`src/rtl/btb_update_scheduler_pkg.sv`:
```
// Shared types for the BTB update scheduler: update record, scheduler state, default queue depth.
// Latency: none (types and pure helper functions only).
// Backpressure: n/a.
package cpu_defs;

    // Control-flow class recorded in a BTB entry; None marks the entry as invalid.
    typedef enum logic [1:0] {
        ControlFlow_None   = 2'd0,
        ControlFlow_Branch = 2'd1,
        ControlFlow_Jump   = 2'd2,
        ControlFlow_Return = 2'd3
    } control_flow_e;

    // One BTB write: valid strobe, branch PC, predicted target, control-flow class.
    typedef struct packed {
        logic          valid;
        logic [31:0]   pc;
        logic [31:0]   target;
        control_flow_e cf;
    } btb_update_t;

    typedef enum logic {
        RUN   = 1'b0,
        SWEEP = 1'b1
    } btb_sched_state_e;

    localparam int BTB_SCHED_DEPTH = 4;

    // Word-aligned PC tag; two requests are the same BTB entry when these match.
    function automatic logic [29:0] pc_tag(input logic [31:0] pc);
        return pc[31:2];
    endfunction

    // Saturating add of a small event count into a 32-bit statistics counter.
    function automatic logic [31:0] sat_add32(input logic [31:0] acc, input logic [1:0] inc);
        logic [32:0] sum;
        sum = {1'b0, acc} + {31'd0, inc};
        return sum[32] ? 32'hFFFF_FFFF : sum[31:0];
    endfunction

endpackage

```
`src/rtl/btb_update_scheduler_queue.sv`:
```
// Register queue of pending BTB updates: tag lookup/overwrite, up to two pushes and one pop per cycle.
// Latency: a push is visible at the head one cycle later; lookup and head are combinational.
// Backpressure: none internally; the caller must never push more than o_free entries.
module btb_update_queue
    import cpu_defs::*;
#(
    parameter  int DEPTH = BTB_SCHED_DEPTH,
    localparam int AW    = $clog2(DEPTH),
    localparam int PW    = AW + 1
) (
    input  logic          clk,
    input  logic          rst,
    input  logic          i_clr,
    input  logic          i_pop,
    input  logic [29:0]   i_lk0_tag,
    input  logic [29:0]   i_lk1_tag,
    output logic          o_lk0_hit,
    output logic [AW-1:0] o_lk0_idx,
    output logic          o_lk1_hit,
    output logic [AW-1:0] o_lk1_idx,
    input  logic          i_ow0_vld,
    input  logic [AW-1:0] i_ow0_idx,
    input  logic [31:0]   i_ow0_tgt,
    input  control_flow_e i_ow0_cf,
    input  logic          i_ow1_vld,
    input  logic [AW-1:0] i_ow1_idx,
    input  logic [31:0]   i_ow1_tgt,
    input  control_flow_e i_ow1_cf,
    input  btb_update_t   i_push0,
    input  btb_update_t   i_push1,
    output btb_update_t   o_head,
    output logic          o_full,
    output logic          o_empty,
    output logic [PW-1:0] o_free
);

    logic [31:0]   r_pc  [DEPTH];
    logic [31:0]   r_tgt [DEPTH];
    control_flow_e r_cf  [DEPTH];
    logic [PW-1:0] r_head;
    logic [PW-1:0] r_tail;

    logic [PW-1:0]    w_count;
    logic             w_pop;
    logic [DEPTH-1:0] w_live;
    logic [AW-1:0]    w_head_idx;
    logic [AW-1:0]    w_tail0;
    logic [AW-1:0]    w_tail1;

    assign w_count    = r_tail - r_head;
    assign o_empty    = (r_head == r_tail);
    assign o_full     = (r_head[AW] != r_tail[AW]) && (r_head[AW-1:0] == r_tail[AW-1:0]);
    assign w_pop      = i_pop && !o_empty;
    assign w_head_idx = r_head[AW-1:0];
    assign w_tail0    = r_tail[AW-1:0];
    assign w_tail1    = r_tail[AW-1:0] + AW'(1);
    // A slot vacated by this cycle's pop is immediately reusable.
    assign o_free     = PW'(DEPTH) - w_count + PW'(w_pop);

    // Occupancy after this cycle's pop; the departing head takes no part in matching.
    always_comb begin
        w_live = '0;
        for (int i = 0; i < DEPTH; i++) begin
            w_live[i] = ({1'b0, AW'(i) - w_head_idx} < w_count) &&
                        !(w_pop && (AW'(i) == w_head_idx));
        end
    end

    // Tag lookup for both sources against the surviving entries; lowest index wins.
    always_comb begin
        o_lk0_hit = 1'b0;
        o_lk0_idx = '0;
        o_lk1_hit = 1'b0;
        o_lk1_idx = '0;
        for (int i = DEPTH - 1; i >= 0; i--) begin
            if (w_live[i] && (pc_tag(r_pc[i]) == i_lk0_tag)) begin
                o_lk0_hit = 1'b1;
                o_lk0_idx = AW'(i);
            end
            if (w_live[i] && (pc_tag(r_pc[i]) == i_lk1_tag)) begin
                o_lk1_hit = 1'b1;
                o_lk1_idx = AW'(i);
            end
        end
    end

    // Head entry presented to the drain logic.
    always_comb begin
        o_head        = '0;
        o_head.valid  = !o_empty;
        o_head.pc     = r_pc[w_head_idx];
        o_head.target = r_tgt[w_head_idx];
        o_head.cf     = r_cf[w_head_idx];
    end

    // Pointer update; clear and reset both empty the queue.
    always_ff @(posedge clk) begin
        if (rst || i_clr) begin
            r_head <= '0;
            r_tail <= '0;
        end else begin
            r_head <= r_head + PW'(w_pop);
            r_tail <= r_tail + PW'(i_push0.valid) + PW'(i_push1.valid);
        end
    end

    // Entry storage: in-place merges hit live slots, pushes land at the tail, so they never collide.
    always_ff @(posedge clk) begin
        if (i_ow0_vld) begin
            r_tgt[i_ow0_idx] <= i_ow0_tgt;
            r_cf[i_ow0_idx]  <= i_ow0_cf;
        end
        if (i_ow1_vld) begin
            r_tgt[i_ow1_idx] <= i_ow1_tgt;
            r_cf[i_ow1_idx]  <= i_ow1_cf;
        end
        if (i_push0.valid) begin
            r_pc[w_tail0]  <= i_push0.pc;
            r_tgt[w_tail0] <= i_push0.target;
            r_cf[w_tail0]  <= i_push0.cf;
        end
        if (i_push1.valid) begin
            r_pc[w_tail1]  <= i_push1.pc;
            r_tgt[w_tail1] <= i_push1.target;
            r_cf[w_tail1]  <= i_push1.cf;
        end
    end

endmodule

```
`src/rtl/btb_update_scheduler.sv`:
```
// Schedules commit/pre-resolver BTB updates and invalidate sweeps onto one BTB write port (BTB_UPD_STATS_EN adds drop/coalesce counters).
// Latency: an update enqueued in cycle N is written in N+1 at the earliest; one sweep write per ready cycle.
// Backpressure: btb_ready low stalls drain and sweep; requests are coalesced or, with no room, dropped with a drop pulse.
module btb_update_scheduler
    import cpu_defs::*;
#(
    parameter int DEPTH    = BTB_SCHED_DEPTH,
    parameter int BTB_SIZE = 4096
) (
    input  logic        clk,
    input  logic        rst,
    input  logic        btb_ready,
    input  btb_update_t commit_upd,
    input  btb_update_t presolve_upd,
    input  logic        flush_req,
    output btb_update_t btb_upd,
    output logic        flush_busy,
    output logic        queue_full,
    output logic        drop
`ifdef BTB_UPD_STATS_EN
    ,
    output logic [31:0] drop_cnt,
    output logic [31:0] coalesce_cnt
`endif
);

    localparam int AW = $clog2(DEPTH);
    localparam int PW = AW + 1;
    localparam int CW = $clog2(BTB_SIZE);

    btb_sched_state_e r_state;
    logic [CW-1:0]    r_cnt;

    logic          w_run;
    logic          w_accept;
    logic          w_same;
    logic          w_c_req;
    logic          w_p_req;
    logic          w_c_new;
    logic          w_p_new;
    logic          w_c_ow;
    logic          w_p_ow;
    logic          w_c_push;
    logic          w_p_push;
    logic          w_pop;
    logic          w_clr;
    logic          w_empty;
    logic          w_lk0_hit;
    logic          w_lk1_hit;
    logic [AW-1:0] w_lk0_idx;
    logic [AW-1:0] w_lk1_idx;
    logic [PW-1:0] w_free;
    logic [1:0]    w_drop_n;
    logic [1:0]    w_merge_n;
    btb_update_t   w_head;
    btb_update_t   w_push0;
    btb_update_t   w_push1;

    assign w_run    = (r_state == RUN);
    assign w_accept = !rst && w_run && !flush_req;
    // Same-entry collision: commit is architecturally final, so presolve is absorbed into it.
    assign w_same   = commit_upd.valid && presolve_upd.valid &&
                      (pc_tag(commit_upd.pc) == pc_tag(presolve_upd.pc));
    assign w_c_req  = w_accept && commit_upd.valid;
    assign w_p_req  = w_accept && presolve_upd.valid && !w_same;
    assign w_c_ow   = w_c_req && w_lk0_hit;
    assign w_p_ow   = w_p_req && w_lk1_hit;
    assign w_c_new  = w_c_req && !w_lk0_hit;
    assign w_p_new  = w_p_req && !w_lk1_hit;
    // With a single free slot presolve wins; commit takes a slot only if one is left after it.
    assign w_p_push = w_p_new && (w_free != '0);
    assign w_c_push = w_c_new && (w_free >= (w_p_push ? PW'(2) : PW'(1)));
    // The flush cycle discards the queue, so its head is not written either.
    assign w_pop    = w_accept && !w_empty && btb_ready;
    assign w_clr    = !rst && w_run && flush_req;

    assign flush_busy = (r_state == SWEEP);
    assign drop       = (w_drop_n != 2'd0);
    assign w_merge_n  = {1'b0, w_c_ow} + {1'b0, w_p_ow};

    // Number of valid requests discarded this cycle.
    always_comb begin
        w_drop_n = 2'd0;
        if (rst) begin
            w_drop_n = 2'd0;
        end else if (w_accept) begin
            w_drop_n = {1'b0, w_c_new && !w_c_push} + {1'b0, w_p_new && !w_p_push};
        end else begin
            w_drop_n = {1'b0, commit_upd.valid} + {1'b0, presolve_upd.valid};
        end
    end

    // Push ordering: presolve first when it is pushed, commit fills the next slot.
    always_comb begin
        w_push0       = commit_upd;
        if (w_p_push) begin
            w_push0 = presolve_upd;
        end
        w_push0.valid = w_p_push || w_c_push;
        w_push1       = commit_upd;
        w_push1.valid = w_p_push && w_c_push;
    end

    // Write port mux: queue head in RUN, invalidating sweep write in SWEEP, nothing during rst.
    always_comb begin
        btb_upd = '0;
        if (w_pop) begin
            btb_upd       = w_head;
            btb_upd.valid = 1'b1;
        end else if (!rst && (r_state == SWEEP) && btb_ready) begin
            btb_upd.valid = 1'b1;
            btb_upd.pc    = {{(30 - CW){1'b0}}, r_cnt, 2'b00};
        end
    end

    // Mode FSM and sweep counter; the counter stalls on !btb_ready and wraps to 0 on exit.
    always_ff @(posedge clk) begin
        if (rst) begin
            r_state <= RUN;
            r_cnt   <= '0;
        end else begin
            case (r_state)
                RUN: begin
                    if (flush_req) begin
                        r_state <= SWEEP;
                        r_cnt   <= '0;
                    end
                end
                SWEEP: begin
                    if (flush_req) begin
                        r_cnt <= '0;
                    end else if (btb_ready) begin
                        r_cnt <= r_cnt + CW'(1);
                        if (r_cnt == '1) begin
                            r_state <= RUN;
                        end
                    end
                end
                default: begin
                    r_state <= RUN;
                    r_cnt   <= '0;
                end
            endcase
        end
    end

`ifdef BTB_UPD_STATS_EN
    // Saturating event counters for dropped requests and in-place merges.
    always_ff @(posedge clk) begin
        if (rst) begin
            drop_cnt     <= '0;
            coalesce_cnt <= '0;
        end else begin
            drop_cnt     <= sat_add32(drop_cnt, w_drop_n);
            coalesce_cnt <= sat_add32(coalesce_cnt, w_merge_n);
        end
    end
`endif

    btb_update_queue #(
        .DEPTH (DEPTH)
    ) u_queue (
        .clk       (clk),
        .rst       (rst),
        .i_clr     (w_clr),
        .i_pop     (w_pop),
        .i_lk0_tag (pc_tag(commit_upd.pc)),
        .i_lk1_tag (pc_tag(presolve_upd.pc)),
        .o_lk0_hit (w_lk0_hit),
        .o_lk0_idx (w_lk0_idx),
        .o_lk1_hit (w_lk1_hit),
        .o_lk1_idx (w_lk1_idx),
        .i_ow0_vld (w_c_ow),
        .i_ow0_idx (w_lk0_idx),
        .i_ow0_tgt (commit_upd.target),
        .i_ow0_cf  (commit_upd.cf),
        .i_ow1_vld (w_p_ow),
        .i_ow1_idx (w_lk1_idx),
        .i_ow1_tgt (presolve_upd.target),
        .i_ow1_cf  (presolve_upd.cf),
        .i_push0   (w_push0),
        .i_push1   (w_push1),
        .o_head    (w_head),
        .o_full    (queue_full),
        .o_empty   (w_empty),
        .o_free    (w_free)
    );

endmodule

```
`config.mk`:
```
export PLATFORM = sky130hd
export DESIGN_NAME = btb_update_scheduler
export DESIGN_NICKNAME = d
export VERILOG_FILES = /design/src/rtl/btb_update_scheduler_pkg.sv /design/src/rtl/btb_update_scheduler_queue.sv /design/src/rtl/btb_update_scheduler.sv
export SDC_FILE = /design/constraint.sdc
export NUM_CORES = 1
export LEC_CHECK = 0
export BUFFER_PORTS_ARGS = -buffer_cell sky130_fd_sc_hd__buf_2
export CORE_MARGIN = 2
export CORE_UTILIZATION = 35
export DETAILED_ROUTE_END_ITERATION = 10
export GPL_TIMING_DRIVEN = 0
export MAX_ROUTING_LAYER = met4
export PLACE_DENSITY = 0.52
export SLEW_MARGIN = 0
export SYNTH_ARGS = -nofsm -noshare
export SYNTH_HDL_FRONTEND = slang
export SYNTH_HIERARCHICAL = 1
export SYNTH_SLANG_ARGS = --single-unit
```
`constraint.sdc`:
```
create_clock -name clk -period 7.1 [get_ports clk]
set_clock_uncertainty 0.2 [all_clocks]
set_input_delay 0.71 -clock clk [delete_from_list [all_inputs] [get_ports clk]]
set_output_delay 0.71 -clock clk [all_outputs]
set_load 0.05 [all_outputs]
```
==> results.sh <==
export IMPL_outcome="completed"
export IMPL_yosysUniqueCellTypes=51
export IMPL_path_max_fanout=11
export IMPL_timing_fmax_ghz=0.1468
export IMPL_max_stage_delay_ns=0.57
export IMPL_switching_power_mw=1.154
export IMPL_area_growth_pct=17.44
export IMPL_grt_pass1_vias=16950
export IMPL_p_seq_share_pct=43.4
export IMPL_path_cells="buf_2 -> clkinv_1 -> ha_1 -> fa_1 -> maj3_1 -> a22o_1 -> nor3_2 -> nor2_1 -> nand2_1 -> or3_1 -> buf_6 -> buf_4 -> ha_1 -> nand2b_1 -> a211o_1 -> nor2_1 -> ha_1 -> nor4_2 -> nor3_2 -> clkbuf_4"
export IMPL_nNetsFinal=2363
export IMPL_slew_viol_final=0
export IMPL_avgSynthCellArea_um2=10.40
export IMPL_min_period_ns=6.813
export IMPL_place_gp_congestion=0.9889
export IMPL_cts_sinks=283
export IMPL_initial_core_util_pct=35.25
export IMPL_worstHoldStart="commit_upd[35]"
export IMPL_hold_path_class="input pin to register"
export IMPL_h_tree_depth=2
export IMPL_max_cap_violations=0
export IMPL_fin_cells=3003
export IMPL_grt_use_total_pct=27.69
export IMPL_n_fill_cell=5619
export IMPL_grt_ovfl_total=0
export IMPL_p_sw_share_pct=26.35
export IMPL_ys_flop_type="edfxtp_1"
export IMPL_finalHoldViolCount=0
export IMPL_antenna_found_initial=9
export IMPL_wl_mm=82.16
export IMPL_critPathKind="register to output port"
export IMPL_worstPathArrival_ns=5.90
export IMPL_port_buffers=207
export IMPL_power_leakage_nw=9.545
export IMPL_ir_drop_uv=148.7
export IMPL_cts_max_path_buffers=3
export IMPL_slew_headroom_pct=14.79
export IMPL_die_area_um2=59720
export IMPL_startpoint="u_queue/r_tail[0]$_SDFF_PP0_"
export IMPL_crit_required_ns=6.19
export IMPL_worst_slew_pin_slew_ns=1.278
export IMPL_synth_fp_nets=2102
export IMPL_cts_tree="yes"
export IMPL_path_common_cell="ha_1"
export IMPL_cts_root_buf="clkbuf_16"
export IMPL_drive_above_1_share_pct=22.04
export IMPL_yosysWarnings=6
export IMPL_internal_power_mw=3.225
export IMPL_r2r_start="u_queue/r_head[0]$_SDFF_PP0_"
export IMPL_crit_path_start_kind="register"
export IMPL_chipHeight_um=244.4
export IMPL_synth_area_um2=20220
export IMPL_drc=0
export IMPL_async_reset_ff_share_pct=0
export IMPL_p_per_area_nw_per_um2=184.4
export IMPL_finalSetupViolCount=0
export IMPL_clock_latency_ns=0.56
export IMPL_seq_area_frac_synth_pct=41.08
export IMPL_dpl_cell_count=2924
export IMPL_dr_total_vias=17340
export IMPL_crit_buf_inv=5
export IMPL_fp_dieW_um=244.4
export IMPL_setup_tns_ns=0
export IMPL_synth_area_leader_cell="edfxtp_1"
export IMPL_wire_per_inst_um=27.36
export IMPL_crit_family="adder cells"
export IMPL_fin_crit_sh_pct=95.95
export IMPL_cp_slowest_cell="fa_1"
export IMPL_viasPerCell=5.773
export IMPL_numCtsBuffers=37
export IMPL_ios=208
export IMPL_synth_edff_count=264
export IMPL_synth_seq_cells=283
export IMPL_drt_first_pass_iters=6
export IMPL_grt_pass1_wl_mm=116.9
export IMPL_grt_max_degree=42
export IMPL_rows=88
export IMPL_core_um2=57370
export IMPL_antenna_left=0
export IMPL_path_clk_slew_ns=0.05
export IMPL_cp_end_kind="output port"
export IMPL_pwr_share_comb_pct=13.3
export IMPL_yosysTopAreaCellShare_pct=39.20
export IMPL_ys_top_cells_by_area="edfxtp_1, xor2_1, nand2_1"
export IMPL_place_detailed_hpwl_mm=58.17
export IMPL_netlist_instances=1944
export IMPL_drt_iter0_markers=1914
export IMPL_pwr_share_clk_pct=43.3
[final timing paths]
check                                   to  slack, ns  cells past startpoint
max                                   drop       0.29                     20
min           u_queue/r_pc[3][1]$_DFFE_PP_       0.30                      3
max reg2reg  u_queue/r_tgt[3][4]$_DFFE_PP_       0.35                     29
min reg2reg          r_cnt[9]$_SDFFE_PP0P_       0.32                      2
[worst reg2reg max path, delay by kind of cell, from the launching register on]
family          cells  cell delay, ns
compound gates      4            0.70
flops               1            0.39
xor+xnor            1            0.18
buf+inv            11            2.34
fa+ha+maj           3            0.88
simple gates       10            1.91
[metal layers]
metal / vias to the layer above / global-route usage [%] / share of wire, %
met4: 0 / 12.16 / 4.3
met5: - / - / 0
met2: 893 / 44.33 / 47
li1: 7668 / - / -
met1: 8611 / 34.98 / 41
met3: 165 / 3.918 / 7.8
[per-stage QoR]
stage | power [mW] | cell area [um^2] | hold slack, ns | util [%] | setup slack [ns]
2_1_floorplan | 2.234 | 20220 | 0.2661 | - | 0.1744
3_3_place_gp | 2.485 | 22220 | 0.2840 | 38.73 | -3.707
3_5_place_dp | 2.498 | 22330 | 0.2984 | 38.93 | -2.551
4_1_cts | 4.403 | 23620 | 0.2676 | 41.18 | 0.03275
5_1_grt | 4.509 | 23750 | 0.2959 | 41.40 | -0.04688
6_report | 4.379 | 23750 | 0.2955 | 41.40 | 0.2873
[sequential cells by signal, summed over array words and instances, names as in the netlist]
name	count
u_queue/r_cf	8
r_cnt	12
u_queue/r_tail	3
u_queue/r_tgt	128
flush_busy	1
u_queue/r_head	3
u_queue/r_pc	128
[cells in the final DEF (no fill, tap or decap), types with 45 or more instances in the layout]
cell type,instances
o21ai_0,135
buf_2,247
mux2i_1,136
nor4_1,60
edfxtp_1,264
mux2_2,56
xor2_1,262
nand2_1,405
a22oi_1,132
and2_1,57
mux4_2,66
clkbuf_1,45
[cell families after synthesis]
logic type / share of synthesized area (%)
AOI/OAI and AO/OA: 9.553
xor gates and xnor gates: 12.34
adders and majority gates: 1.460
buffers and inverters: 3.168
DFF: 41.08
muxes: 17.94
and+or+nand+nor: 14.46
[power groups by stage]
stage | registers [mW] | clock network [mW] | logic [mW]
3_3_place_gp | 1.93 | 0 | 0.550
3_5_place_dp | 1.93 | 0 | 0.565
2_1_floorplan | 1.92 | 0 | 0.310
4_1_cts | 1.90 | 1.93 | 0.572
6_report | 1.90 | 1.90 | 0.583
5_1_grt | 1.90 | 1.98 | 0.625
[layout make-up]
class                   count  area, um^2  share of cell area, %
diodes                     10       25.02                 0.1054
plain buffers             115       635.6                  2.676
clock buffers              48        1010                  4.251
clock inverters            14       175.2                 0.7375
inverters                  22       82.58                 0.3477
multi-input cells        1523       11350                  47.81
flip-flops and latches    283        8310                  34.99
well taps                 765       957.2                  4.030
repair buffers            223        1200                  5.052
[Yosys cell counts (3+ instances only)]
cell type / instances
nand3b_1: 5
xor2_1: 262
clkbuf_1: 43
o21ai_0: 135
nor3_1: 23
or3_1: 7
and3_1: 3
nor4_1: 61
nor3_2: 3
edfxtp_1: 264
ha_1: 18
dfxtp_1: 19
o22ai_1: 4
nor2_1: 37
buf_1: 14
inv_1: 20
a21oi_1: 9
nand4_1: 22
nor3b_1: 4
clkbuf_2: 6
maj3_1: 3
nand3_1: 10
xnor2_1: 21
mux2_4: 10
a22o_1: 16
mux2i_1: 136
buf_2: 45
and2_1: 57
buf_4: 5
a22oi_1: 132
mux2_2: 56
mux4_2: 66
nand2_1: 406
[what timing repair did]
| item | 4_1_cts | 5_1_grt |
|---|---|---|
| setup buffers | 1 | 7 |
| hold buffers | 0 | 0 |
| cloned | 0 | 0 |
| setup endpoints to repair | 532 | 421 |
| pin swaps | 1 | 3 |
| hold endpoints to repair | 0 | 0 |
| gates resized for setup | 23 | 21 |
Power figures use the tool's default switching activity.
